===== config.mk =====
export PLATFORM = sky130hd
export DESIGN_NAME = axil_reg_slave
export DESIGN_NICKNAME = d
export VERILOG_FILES = /design/src/rtl/axil_reg_pkg.sv /design/src/rtl/axil_reg_slave_irq.sv /design/src/rtl/axil_reg_slave.sv
export SDC_FILE = /design/constraint.sdc
export NUM_CORES = 1
export LEC_CHECK = 0
export ABC_CLOCK_PERIOD_IN_PS = 3500
export CORE_MARGIN = 1.5
export CORE_UTILIZATION = 52
export CTS_CLUSTER_DIAMETER = 50
export DETAILED_ROUTE_END_ITERATION = 16
export GPL_ROUTABILITY_DRIVEN = 1
export MAX_ROUTING_LAYER = met4
export PLACE_DENSITY = 0.83
export SKIP_CTS_REPAIR_TIMING = 1
export SLEW_MARGIN = 20
export SYNTH_ARGS = -nofsm -noshare
export SYNTH_HDL_FRONTEND = slang
export SYNTH_HIERARCHICAL = 1
export SYNTH_SLANG_ARGS = --single-unit

===== constraint.sdc =====
create_clock -name ACLK -period 3.5 [get_ports ACLK]
set_input_delay 0.35 -clock ACLK [delete_from_list [all_inputs] [get_ports ACLK]]
set_output_delay 0.35 -clock ACLK [all_outputs]
set_load 0.005 [all_outputs]

===== src/rtl/axil_reg_pkg.sv =====
// axil_reg_pkg: shared definitions for the AXI4-Lite register slave.
//   - register byte offsets (IIC-style map: GIE 0x1C, ISR 0x20, IER 0x28)
//   - AXI response codes
//   - address-decode enum plus decode and byte-strobe helpers
// Optional feature macro: AXIL_REG_IRQ_EN (interrupt registers decoded only
// when defined; otherwise their offsets decode as unmapped).
package axil_reg_pkg;

    localparam logic [31:0] OFF_ID      = 32'h00;
    localparam logic [31:0] OFF_CTRL    = 32'h04;
    localparam logic [31:0] OFF_SCRATCH = 32'h08;
    localparam logic [31:0] OFF_GIE     = 32'h1C;
    localparam logic [31:0] OFF_ISR     = 32'h20;
    localparam logic [31:0] OFF_IER     = 32'h28;

    localparam logic [1:0] RESP_OKAY   = 2'b00;
    localparam logic [1:0] RESP_SLVERR = 2'b10;

    typedef enum logic [2:0] {
        DEC_ID,
        DEC_CTRL,
        DEC_SCRATCH,
        DEC_GIE,
        DEC_ISR,
        DEC_IER,
        DEC_NONE
    } dec_e;

    // Byte-lane bits [1:0] of the address are ignored.
    function automatic dec_e decode(input logic [31:0] addr);
        dec_e sel;
        case (addr & 32'hFFFF_FFFC)
            OFF_ID:      sel = DEC_ID;
            OFF_CTRL:    sel = DEC_CTRL;
            OFF_SCRATCH: sel = DEC_SCRATCH;
`ifdef AXIL_REG_IRQ_EN
            OFF_GIE:     sel = DEC_GIE;
            OFF_ISR:     sel = DEC_ISR;
            OFF_IER:     sel = DEC_IER;
`endif
            default:     sel = DEC_NONE;
        endcase
        return sel;
    endfunction

    // Expand a 4-bit byte strobe to a 32-bit bit mask.
    function automatic logic [31:0] strb_mask(input logic [3:0] strb);
        logic [31:0] m;
        for (int i = 0; i < 4; i++) begin
            m[8*i +: 8] = {8{strb[i]}};
        end
        return m;
    endfunction

endpackage


===== src/rtl/axil_reg_slave_irq.sv =====
// axil_reg_slave_irq: level-sensitive interrupt controller (GIE/ISR/IER).
// Instantiated by axil_reg_slave only when AXIL_REG_IRQ_EN is defined.
// Ports:
//   i_clk, i_rst_n     clock, synchronous active-low reset
//   i_irq_src          level interrupt sources, sampled every edge
//   i_wr_en, i_wr_sel  committed write strobe and its decoded target
//   i_wdata, i_wmask   low N_IRQ bits of write data and bit mask
//   i_gie_data/mask    write data bit 31 and its byte-3 enable
//   o_isr, o_ier, o_gie register contents for readback
//   o_irq              registered interrupt output
module axil_reg_slave_irq
    import axil_reg_pkg::*;
#(
    parameter int N_IRQ = 8
) (
    input  logic             i_clk,
    input  logic             i_rst_n,
    input  logic [N_IRQ-1:0] i_irq_src,
    input  logic             i_wr_en,
    input  dec_e             i_wr_sel,
    input  logic [N_IRQ-1:0] i_wdata,
    input  logic [N_IRQ-1:0] i_wmask,
    input  logic             i_gie_data,
    input  logic             i_gie_mask,
    output logic [N_IRQ-1:0] o_isr,
    output logic [N_IRQ-1:0] o_ier,
    output logic             o_gie,
    output logic             o_irq
);

    logic [N_IRQ-1:0] r_isr;
    logic [N_IRQ-1:0] r_ier;
    logic             r_gie;
    logic             r_irq;
    logic [N_IRQ-1:0] w_clr;
    logic [N_IRQ-1:0] w_ier_next;
    logic             w_isr_wr;
    logic             w_ier_wr;

    assign w_isr_wr = i_wr_en && (i_wr_sel == DEC_ISR);
    assign w_ier_wr = i_wr_en && (i_wr_sel == DEC_IER);

    generate
        for (genvar gi = 0; gi < N_IRQ; gi++) begin : g_bit
            assign w_clr[gi]      = w_isr_wr && i_wdata[gi] && i_wmask[gi];
            assign w_ier_next[gi] = (w_ier_wr && i_wmask[gi]) ? i_wdata[gi] : r_ier[gi];
        end
    endgenerate

    always_ff @(posedge i_clk) begin
        if (!i_rst_n) begin
            r_isr <= '0;
            r_ier <= '0;
            r_gie <= 1'b0;
            r_irq <= 1'b0;
        end else begin
            // A source asserted on the clearing edge keeps its bit set.
            r_isr <= (r_isr & ~w_clr) | i_irq_src;
            r_ier <= w_ier_next;
            if (i_wr_en && (i_wr_sel == DEC_GIE) && i_gie_mask) begin
                r_gie <= i_gie_data;
            end
            r_irq <= r_gie & (|(r_isr & r_ier));
        end
    end

    assign o_isr = r_isr;
    assign o_ier = r_ier;
    assign o_gie = r_gie;
    assign o_irq = r_irq;

endmodule


===== src/rtl/axil_reg_slave.sv =====
// axil_reg_slave: AXI4-Lite slave with ID/CTRL/SCRATCH registers and an
// optional interrupt controller (macro AXIL_REG_IRQ_EN).
// Ports:
//   ACLK, ARESETN              clock, synchronous active-low reset
//   AW*/W*/B*                  write address, data and response channels
//   AR*/R*                     read address and data channels
//   irq_src                    level interrupt sources (ignored without IRQ)
//   ctrl_o                     CTRL register contents
//   irq                        registered interrupt output (0 without IRQ)
module axil_reg_slave
    import axil_reg_pkg::*;
#(
    parameter int          ADDR_W   = 9,
    parameter logic [31:0] ID_VAL   = 32'h0A11_0001,
    parameter logic [31:0] CTRL_RST = 32'h0,
    parameter int          N_IRQ    = 8
) (
    input  logic              ACLK,
    input  logic              ARESETN,
    input  logic [ADDR_W-1:0] AWADDR,
    input  logic              AWVALID,
    output logic              AWREADY,
    input  logic [31:0]       WDATA,
    input  logic [3:0]        WSTRB,
    input  logic              WVALID,
    output logic              WREADY,
    output logic [1:0]        BRESP,
    output logic              BVALID,
    input  logic              BREADY,
    input  logic [ADDR_W-1:0] ARADDR,
    input  logic              ARVALID,
    output logic              ARREADY,
    output logic [31:0]       RDATA,
    output logic [1:0]        RRESP,
    output logic              RVALID,
    input  logic              RREADY,
    input  logic [N_IRQ-1:0]  irq_src,
    output logic [31:0]       ctrl_o,
    output logic              irq
);

    // r_rdy keeps all READY outputs low until the first edge after reset.
    logic              r_rdy;
    logic              r_aw_full;
    logic [ADDR_W-1:0] r_aw_addr;
    logic              r_w_full;
    logic [31:0]       r_w_data;
    logic [3:0]        r_w_strb;
    logic              r_bvalid;
    logic [1:0]        r_bresp;
    logic              r_rvalid;
    logic [1:0]        r_rresp;
    logic [31:0]       r_rdata;
    logic [31:0]       r_ctrl;
    logic [31:0]       r_scratch;

    logic              w_aw_hs;
    logic              w_w_hs;
    logic              w_ar_hs;
    logic              w_commit;
    dec_e              w_wr_dec;
    dec_e              w_rd_dec;
    logic [31:0]       w_mask;
    logic [31:0]       w_rd_data;
    logic [N_IRQ-1:0]  w_isr;
    logic [N_IRQ-1:0]  w_ier;
    logic              w_gie;
    logic              w_irq;

    assign AWREADY  = r_rdy && !r_aw_full && !r_bvalid;
    assign WREADY   = r_rdy && !r_w_full && !r_bvalid;
    assign ARREADY  = r_rdy && !r_rvalid;

    assign w_aw_hs  = AWVALID && AWREADY;
    assign w_w_hs   = WVALID && WREADY;
    assign w_ar_hs  = ARVALID && ARREADY;
    assign w_commit = r_aw_full && r_w_full;
    assign w_wr_dec = decode(32'(r_aw_addr));
    assign w_rd_dec = decode(32'(ARADDR));
    assign w_mask   = strb_mask(r_w_strb);

`ifdef AXIL_REG_IRQ_EN
    axil_reg_slave_irq #(
        .N_IRQ (N_IRQ)
    ) u_irq (
        .i_clk      (ACLK),
        .i_rst_n    (ARESETN),
        .i_irq_src  (irq_src),
        .i_wr_en    (w_commit),
        .i_wr_sel   (w_wr_dec),
        .i_wdata    (r_w_data[N_IRQ-1:0]),
        .i_wmask    (w_mask[N_IRQ-1:0]),
        .i_gie_data (r_w_data[31]),
        .i_gie_mask (w_mask[31]),
        .o_isr      (w_isr),
        .o_ier      (w_ier),
        .o_gie      (w_gie),
        .o_irq      (w_irq)
    );
`else
    logic w_unused_irq_src;
    assign w_unused_irq_src = ^irq_src;
    assign w_isr = '0;
    assign w_ier = '0;
    assign w_gie = 1'b0;
    assign w_irq = 1'b0;
`endif

    always_comb begin
        w_rd_data = '0;
        case (w_rd_dec)
            DEC_ID:      w_rd_data = ID_VAL;
            DEC_CTRL:    w_rd_data = r_ctrl;
            DEC_SCRATCH: w_rd_data = r_scratch;
            DEC_GIE:     w_rd_data[31] = w_gie;
            DEC_ISR:     w_rd_data[N_IRQ-1:0] = w_isr;
            DEC_IER:     w_rd_data[N_IRQ-1:0] = w_ier;
            default:     w_rd_data = '0;
        endcase
    end

    always_ff @(posedge ACLK) begin
        if (!ARESETN) begin
            r_rdy     <= 1'b0;
            r_aw_full <= 1'b0;
            r_aw_addr <= '0;
            r_w_full  <= 1'b0;
            r_w_data  <= '0;
            r_w_strb  <= '0;
            r_bvalid  <= 1'b0;
            r_bresp   <= RESP_OKAY;
            r_rvalid  <= 1'b0;
            r_rresp   <= RESP_OKAY;
            r_rdata   <= '0;
            r_ctrl    <= CTRL_RST;
            r_scratch <= '0;
        end else begin
            r_rdy <= 1'b1;
            if (w_aw_hs) begin
                r_aw_full <= 1'b1;
                r_aw_addr <= AWADDR;
            end
            if (w_w_hs) begin
                r_w_full <= 1'b1;
                r_w_data <= WDATA;
                r_w_strb <= WSTRB;
            end
            // Holds can only fill while BVALID is low, so commit and a pending
            // B response never coexist.
            if (w_commit) begin
                r_aw_full <= 1'b0;
                r_w_full  <= 1'b0;
                r_bvalid  <= 1'b1;
                r_bresp   <= (w_wr_dec == DEC_NONE) ? RESP_SLVERR : RESP_OKAY;
                case (w_wr_dec)
                    DEC_CTRL:    r_ctrl    <= (r_ctrl & ~w_mask) | (r_w_data & w_mask);
                    DEC_SCRATCH: r_scratch <= (r_scratch & ~w_mask) | (r_w_data & w_mask);
                    default:     ;
                endcase
            end else if (r_bvalid && BREADY) begin
                r_bvalid <= 1'b0;
            end
            // Read data samples pre-edge register values, so a read on the
            // commit edge of a write returns the old contents.
            if (w_ar_hs) begin
                r_rvalid <= 1'b1;
                r_rdata  <= w_rd_data;
                r_rresp  <= (w_rd_dec == DEC_NONE) ? RESP_SLVERR : RESP_OKAY;
            end else if (r_rvalid && RREADY) begin
                r_rvalid <= 1'b0;
            end
        end
    end

    assign BVALID = r_bvalid;
    assign BRESP  = r_bresp;
    assign RVALID = r_rvalid;
    assign RRESP  = r_rresp;
    assign RDATA  = r_rdata;
    assign ctrl_o = r_ctrl;
    assign irq    = w_irq;

endmodule


==> Word-level counts from Yosys, hierarchy flattened <==
Cells that the tools add are included.
{ "word_totals": {"reg_bits": 150, "out_inout_bits": 74, "elab_cells": 65, "in_bits": 69} }
{ "classes": {"n_reduce_logical": 23, "bitwise_logic": 7, "eq_ne": 10, "mux": 12} }
{ "op_table": {"columns": ["operator", "count"], "rows": [
  ["bitwise AND 32 bit", 3],
  ["case mux 23 bit (3 select lines)", 1],
  ["logical NOT 32 bit", 2],
  ["bitwise OR 32 bit", 2],
  ["inverter 32 bit", 1],
  ["case mux 8 bit (3 select lines)", 1],
  ["case mux 3 bit (3 select lines)", 2],
  ["== test 7 x 1 -> 1 bit, second input constant", 2],
  ["== test 7 x 2 -> 1 bit, second input constant", 2],
  ["logical AND 1 bit", 11],
  ["== test 3 x 1 -> 1 bit, second input constant", 2],
  ["== test 3 x 2 -> 1 bit, second input constant", 2],
  ["== test 3 bit, second input constant", 2],
  ["two-way mux 1 bit", 5],
  ["logical NOT 1 bit", 4],
  ["two-way mux 2 bit", 2],
  ["AND reduction 2 bit", 2],
  ["nonzero test 2 bit", 2],
  ["logical NOT 3 bit", 1],
  ["case mux 1 bit (2 select lines)", 1],
  ["OR reduction 2 bit", 1],
  ["inverter 1 bit", 1]
]} }

==> Logic depth before layout (Yosys ltp) <==
{ "depth": {"word_depth": 4, "ltp_mapped": 10, "mapped_depth_nobuf": 9} }

==> Least setup slack after synthesis <==
No wires, ideal clock.
{ "synth_path": {"path_type": "input port to flip-flop", "start": "input port ARADDR[7]", "end": "register r_rdata[10], in the netlist RDATA[10]", "t_arrival_ns": 2.283, "slack_ns": 1.085, "cell_stages": 7, "cell_sequence": "nor3_1 nand4b_1 ha_1 nand2_1 o31ai_1 clkbuf_1 nor3_1"} }
{ "synth_via": {"elab_chain_cells": 4, "word_cells_on_any_way": 8} }
{ "synth_rtl": {"columns": ["element", "line_no", "source"], "rows": [
  ["start: declaration", "axil_reg_slave.sv:30", "input logic [ADDR_W-1:0] ARADDR,"],
  ["logical NOT 32 bit, or another cell as far along", "axil_reg_pkg.sv:32", "case (addr & 32'hFFFF_FFFC)"],
  ["case mux 3 bit (3 select lines) (*)", "axil_reg_pkg.sv:32", null],
  ["== test 3 x 2 -> 1 bit, or another cell as far along", "axil_reg_slave.sv:111", "case (w_rd_dec)"],
  ["case mux 23 bit (3 select lines) (*)", "axil_reg_slave.sv:111", null],
  ["end signal: assignment", "axil_reg_slave.sv:167", "r_rdata <= w_rd_data;"],
  ["end: declaration", "axil_reg_slave.sv:53", "logic [31:0] r_rdata;"]
]} }
Every way passes the cells marked *; elsewhere a longest branch is shown, timed or not.
A chain may end at the register's enable or synchronous reset.

==> Worst setup path in the final report <==
{ "layout_path": {"start": "register r_rdy", "end": "output port WREADY"} }
{ "layout_via": {"elab_chain_cells": 2} }
{ "layout_rtl": {"columns": ["element", "line_no", "source"], "rows": [
  ["start: declaration", "axil_reg_slave.sv:43", "logic r_rdy;"],
  ["start signal: assignment", "axil_reg_slave.sv:124", "r_rdy <= 1'b0;"],
  ["start signal: assignment", "axil_reg_slave.sv:138", "r_rdy <= 1'b1;"],
  ["logical AND 1 bit (2 in series)", "axil_reg_slave.sv:71", "assign WREADY = r_rdy && !r_w_full && !r_bvalid;"],
  ["end: declaration", "axil_reg_slave.sv:26", "output logic WREADY,"]
]} }
Every way passes these cells.

==> impl_metrics.tcl <==
set metrics [dict create \
    synth_edf_count 0 \
    layout.nets 809 \
    rrSetupSlack_ns 1.20 \
    hold_end "RDATA[25]$_SDFFE_PN0P_" \
    grt_pass1_vias 4819 \
    synth-compound-area-share_pct 10.3 \
    rsz0062_at_grt "false" \
    fin_skew_ns 0.00618 \
    setup_ws_ns 1.12 \
    dp_hpwl_um 9800 \
    finish.instance_area_um2 7620 \
    setup_tns_ns 0 \
    synthCells 626 \
    wirelength_um 14800 \
    cts_root_buf "clkbuf_8" \
    dieArea_um2 11400 \
    tritoncts "built" \
    antenna_left 0 \
    synthXorXnorAreaFrac_pct 0 \
    synthArstFlopShare_pct 0 \
    fin_crit_ns 2.38 \
    grt_antenna_before_repair 0 \
    num_rows 37 \
    cts_buffers 17 \
    fmax_mhz 421 \
    crit_path_cell_trace "nor3b_1 > clkdlybuf4s50_1" \
    grt_use_total_pct 27.4 \
    yosys.area_share.simple_pct 21.0 \
    synth_top_area_cell "dfxtp_1" \
    multi_input_area_um2 2530 \
    drv_cap 0 \
    holdCritPathClass "in -> reg" \
    grt_max_degree 57 \
    clk-insertion-delay-late_ns 0.53 \
    slew_headroom_pct 44.1 \
    startpoint_type "register" \
    avgSynthCellArea_um2 8.98 \
    worstSetupPathType "reg -> out" \
    worst_path_max_delay_cell "clkdlybuf4s50_1" \
    synth_top_flop_cell "dfxtp_1" \
    yosysWarnings 6 \
    path_clk_slew_ns 0.06 \
    antennaDiodeCount 0 \
    finalCritPeriodShare_pct 67.9 \
    drt-wirelength-per-cell_um 16.7 \
    synth.most_common_cell "nand2_1" \
    dr.pass1.iters 4 \
    gr-total-overflow 0 \
    drt_iter0_markers 291 \
    syn_to_final_growth_pct 35.5 \
    globalplace.congestion 0.817 \
    num_io_pins 143 \
    clockBufferDepth 2 \
    synth.distinct_cells 32 \
    synth_area_um2 5620 \
    portBuffers 127 \
    place_worst_setup_slack_ns 0.704 \
    max_stage_delay_ns 0.60 \
    start_util_pct 54.0 \
    yosysTopAreaCellShare_pct 52.0 \
    maxSlewViolCount 0 \
    setup_viol 0 \
    hp-start "ARESETN" \
    cts_sinks 146 \
    synth-adder-area-share_pct 0.668 \
    synth-seq-cells 146 \
    nFillCells 709 \
    grt_pass1_wl_um 23600 \
    dpl_cell_area_um2 6960 \
    dr_total_vias 4903 \
    critPathMaxFanout 5 \
    worstPathRequired_ns 3.15 \
    reg2reg_depth 4 \
    drc 0 \
    avgViaCountPerCell 5.54 \
    die_h_um 107 \
    htreeDepth 4 \
    crit_arrival_ns 2.03 \
    powerDensity_nw_per_um2 528 \
    core-area_um2 10400 \
    leakage_nw 3.11 \
    ir_worst_vdd_v 0.000296 \
    final_layout_size_suffix_gt1_share_pct 7.61 \
    worst_pin_slew_ns 0.837 \
    synthTopCellsByArea "dfxtp_1 (52%), mux2i_1 (13%), nand2_1 (12%)" \
    status "completed" \
    timing.rr.start "r_aw_addr[8]$_SDFFE_PN0P_" \
    holdPathStages 2 \
    synth.mux.area_fraction_pct 12.6 \
    synth_seq_area_share_pct 52.0 \
    hold_viol 0 \
    fp.dieW_um 107 \
    ff_latch_area_um2 2920 \
    synth_top_family_by_area "simple AND/OR/NAND/NOR gates" \
    ys_top_cells_by_count "nand2_1 (175), dfxtp_1 (146), mux2i_1 (71)" \
    crit_path_end_kind "output pin" \
]
## layout make-up
type,count,share of cell area (%)
Clock inverter,9,2.30
Timing Repair Buffer,134,17.3
Sequential cell,146,38.4
Multi-Input combinational cell,435,33.3
Clock buffer,22,6.34
Inverter,3,0.148
Tap cell,136,2.23
## worst max-delay path, delay by kind of cell (launching register included)
family / cells / cell delay, ns
and+or+nand+nor: 1 / 0.44
DFF: 1 / 0.47
buffers and inverters: 1 / 0.60
## per-layer routing
| layer | track usage, % | vias up | part of all wire, % |
|---|---|---|---|
| li1 | - | 2364 | - |
| met1 | 34.2 | 2332 | 44 |
| met2 | 43.5 | 183 | 48 |
| met3 | 6.99 | 24 | 6.9 |
| met4 | 9.05 | 0 | 1.6 |
| met5 | - | - | 0 |
## layout by cell type (no fill, tap or decap), drive strengths merged, types with 2 or more instances in the layout
cell type / count
nand2: 175
dfxtp: 146
clkdlybuf4s50: 126
mux2i: 71
a21oi: 44
nor2: 43
nor3: 29
a221oi: 26
clkbuf: 22
nand3: 8
buf: 8
a22oi: 6
o221a: 5
bufinv: 5
and2: 3
nor2b: 3
nand2b: 3
ha: 3
conb: 3
inv: 3
nor3b: 2
clkinv: 2
clkinvlp: 2
or3: 2
## where the power goes
group          switching [mW]  total, mW  internal (mW)
logic                   0.143      0.293          0.150
registers              0.0375       1.75           1.71
clock network           0.664       1.98           1.32
## worst max-delay path by stage
| stage | from | to | slack [ns] | depth (start not counted) |
|---|---|---|---|---|
| after global routing | ARADDR[7] | RDATA[23]$_SDFFE_PN0P_ | 1.02 | 10 |
| after global placement | ARADDR[7] | RDATA[11]$_SDFFE_PN0P_ | 0.84 | 9 |
| after floorplan | ARADDR[7] | RDATA[10]$_SDFFE_PN0P_ | 1.08 | 7 |
| after CTS | r_rdy$_DFF_P_ | WREADY | 1.16 | 2 |
| after detailed placement | ARADDR[7] | RDATA[10]$_SDFFE_PN0P_ | 0.70 | 9 |
| final | r_rdy$_DFF_P_ | WREADY | 1.12 | 2 |
## through the flow
step	hold slack, ns	utilization [%]	instances	power (mW)
after floorplan	0.378	-	628	1.92
after global placement	0.444	66.8	854	2.06
after detailed placement	0.448	66.8	854	2.07
after CTS	0.335	73.1	885	4.04
after global routing	0.370	73.1	885	4.14
final	0.352	73.1	885	4.02
## logic make-up after synthesis
logic type | Yosys count
muxes | 71
AOI/OAI and AO/OA | 85
adders and majority gates | 3
and+or+nand+nor | 273
buffers and inverters | 47
other | 1
DFF | 146
Note: power is estimated with default switching activity, not from simulation.
==> variant: new RTL, same flow settings <==
Add a define of `AXIL_REG_IRQ_EN`.
--- a/src/rtl/axil_reg_pkg.sv
+++ b/src/rtl/axil_reg_pkg.sv
@@ -5,4 +5,6 @@
 // Optional feature macro: AXIL_REG_IRQ_EN (interrupt registers decoded only
 // when defined; otherwise their offsets decode as unmapped).
+`define AXIL_REG_IRQ_EN
+
 package axil_reg_pkg;
 
Check against the original RTL: not equivalent (a bounded check fails within 4 cycles, from zero or initial values and one cycle with ARESETN low).
==> variant against the original RTL <==
- wire length rose by 18%
- register-to-register slack got worse by 60 ps
- sequential share of layout area decreased by 1.1 points
- worst setup slack improved by 14 ps
- sequential cell count is 18 higher
- total power is 4.2% higher
- critical path depth grew 3
- fmax up 0.58%
- cell area increased by 16%
- area after synthesis up 21%
- largest cell class unchanged
- largest power group unchanged
==> variant: results (changes against the original RTL) <==
IO Port Bufs 136 (+7.1%); worst-case reg-to-reg path depth 5 (+1); vias 5,811 (+19%); CP max FO 16 (+11); Critical Path AT 2680 ps (+650 ps); post-route insts no fill 1,058 (+20%); GRT Resource Usage Total 0.268 (-0.00556); final hold slack 401 ps (+49.3 ps); clk_lat worst skew 430 ps (-100 ps); Synthesis Warnings 6 (unchanged); Post-Route WL 17.5 mm (+18%); Max stage delay cell, worst path and4b_1; vias in the first global route 5,612 (+16%); largest net degree at the start of global routing 84 (+47%); Yosys cell types 50 (+56%); status finished clean; worst clock skew 6.64 ps (+0.464 ps); initial drt markers 536 (+84%); root buf cell clkbuf_16; R2R Path Start r_aw_addr[5]; LEAKAGE 3.12 nW (+0.37%); DRT Pass-1 Iters 5 (+1); Final Net Count 942 (+16%); register area share after synthesis 0.482 (-0.0378); routability congestion estimate 0.850 (+4.0%); Synth area leaders dfxtp_1 48%, nand2_1 12%, mux2i_1 10%; first-pass GRT wire length 28.6 mm (+21%); Placed Area 0.00817 mm2 (+17%); Switching Fraction 0.226 (+0.0162); hold path depth 3 (+1); maximum vdd drop 0.324 mV (+9.5%); Tightest Pin Transition 1090 ps (+249 ps); crit-path max cell delay 680 ps (+80 ps); Mapped Avg Cell Area 8.94 um2 (-0.48%); Fillers 1,028 (+45%); most frequent cells after synthesis 217 x nand2_1, 164 x dfxtp_1, 71 x mux2i_1; Post-DP HPWL 11.6 mm (+18%); flop2flop setup slack 1140 ps (-60 ps)
==> variant: changes by cell type after synthesis, moves of 18 or more <==
cell      change
dfxtp_1      +18
a21oi_1      +22
a221oi_1     -25
nor2_1       -18
nand2_1      +42
nor3_1       -26
==> variant: layer usage <==
metal	GRT usage	part of all wire	wire length [um]
met3	0.0627	0.062	1080
met2	0.409	0.46	8060
met4	0.123	0.026	452
met1	0.339	0.45	7880
met5	-	0	0
==> variant: logic make-up after synthesis <==
| logic type | after synthesis | share of synthesized area |
|---|---|---|
| simple gates | 286 | 0.184 |
| mux | 79 | 0.118 |
| other cells | 1 | 0.000551 |
| xor+xnor | 2 | 0.00257 |
| flops | 164 | 0.482 |
| buf+inv | 66 | 0.0518 |
| compound gates | 164 | 0.162 |
==> variant: how the worst max path moves through the flow <==
stage	to	start	slack [ps]
2_1_floorplan	u_irq/o_ier[0]	r_aw_addr[8]	1550
3_3_place_gp	RDATA[13]	ARADDR[3]	1150
3_5_place_dp	RDATA[23]	ARADDR[3]	1090
4_1_cts	u_irq/o_ier[2]	r_aw_addr[5]	1160
5_1_grt	u_irq/o_ier[4]	r_aw_addr[5]	930
6_report	u_irq/o_ier[4]	r_aw_addr[5]	1140
==> variant: per-stage QoR <==
step	power, W	util	setup WS (ps)
6_report	0.00419	0.692	1140
5_1_grt	0.00431	0.692	934
4_1_cts	0.00420	0.692	1160
3_5_place_dp	0.00224	0.642	1090
3_3_place_gp	0.00223	0.642	1150
2_1_floorplan	0.00211	-	1550
==> variant: final cells by class <==
| type | count | area [um2] | area share |
|---|---|---|---|
| tap | 172 | 215 | 0.0244 |
| inverter | 10 | 37.5 | 0.00426 |
| multi-input combinational | 533 | 3190 | 0.362 |
| clock inverter | 14 | 201 | 0.0229 |
| timing repair buffer | 147 | 1440 | 0.164 |
| sequential | 164 | 3280 | 0.373 |
| clock buffer | 18 | 439 | 0.0499 |
==> variant: power groups by stage <==
stage	Combinational, W	Clock (W)	Sequential [W]
finish	0.000268	0.00199	0.00194
global route	0.000294	0.00208	0.00194
CTS	0.000267	0.00200	0.00193
detailed placement	0.000265	0	0.00198
global placement	0.000261	0	0.00197
floorplan	0.000144	0	0.00197
==> variant: worst max-delay path: cells and delay by family, from the launching register on <==
family / cells / cell delay [ps]
flip-flops: 1 / 490
AND/OR/NAND/NOR: 2 / 1010
AO/OA/AOI/OAI: 2 / 380
multiplexers: 1 / 370
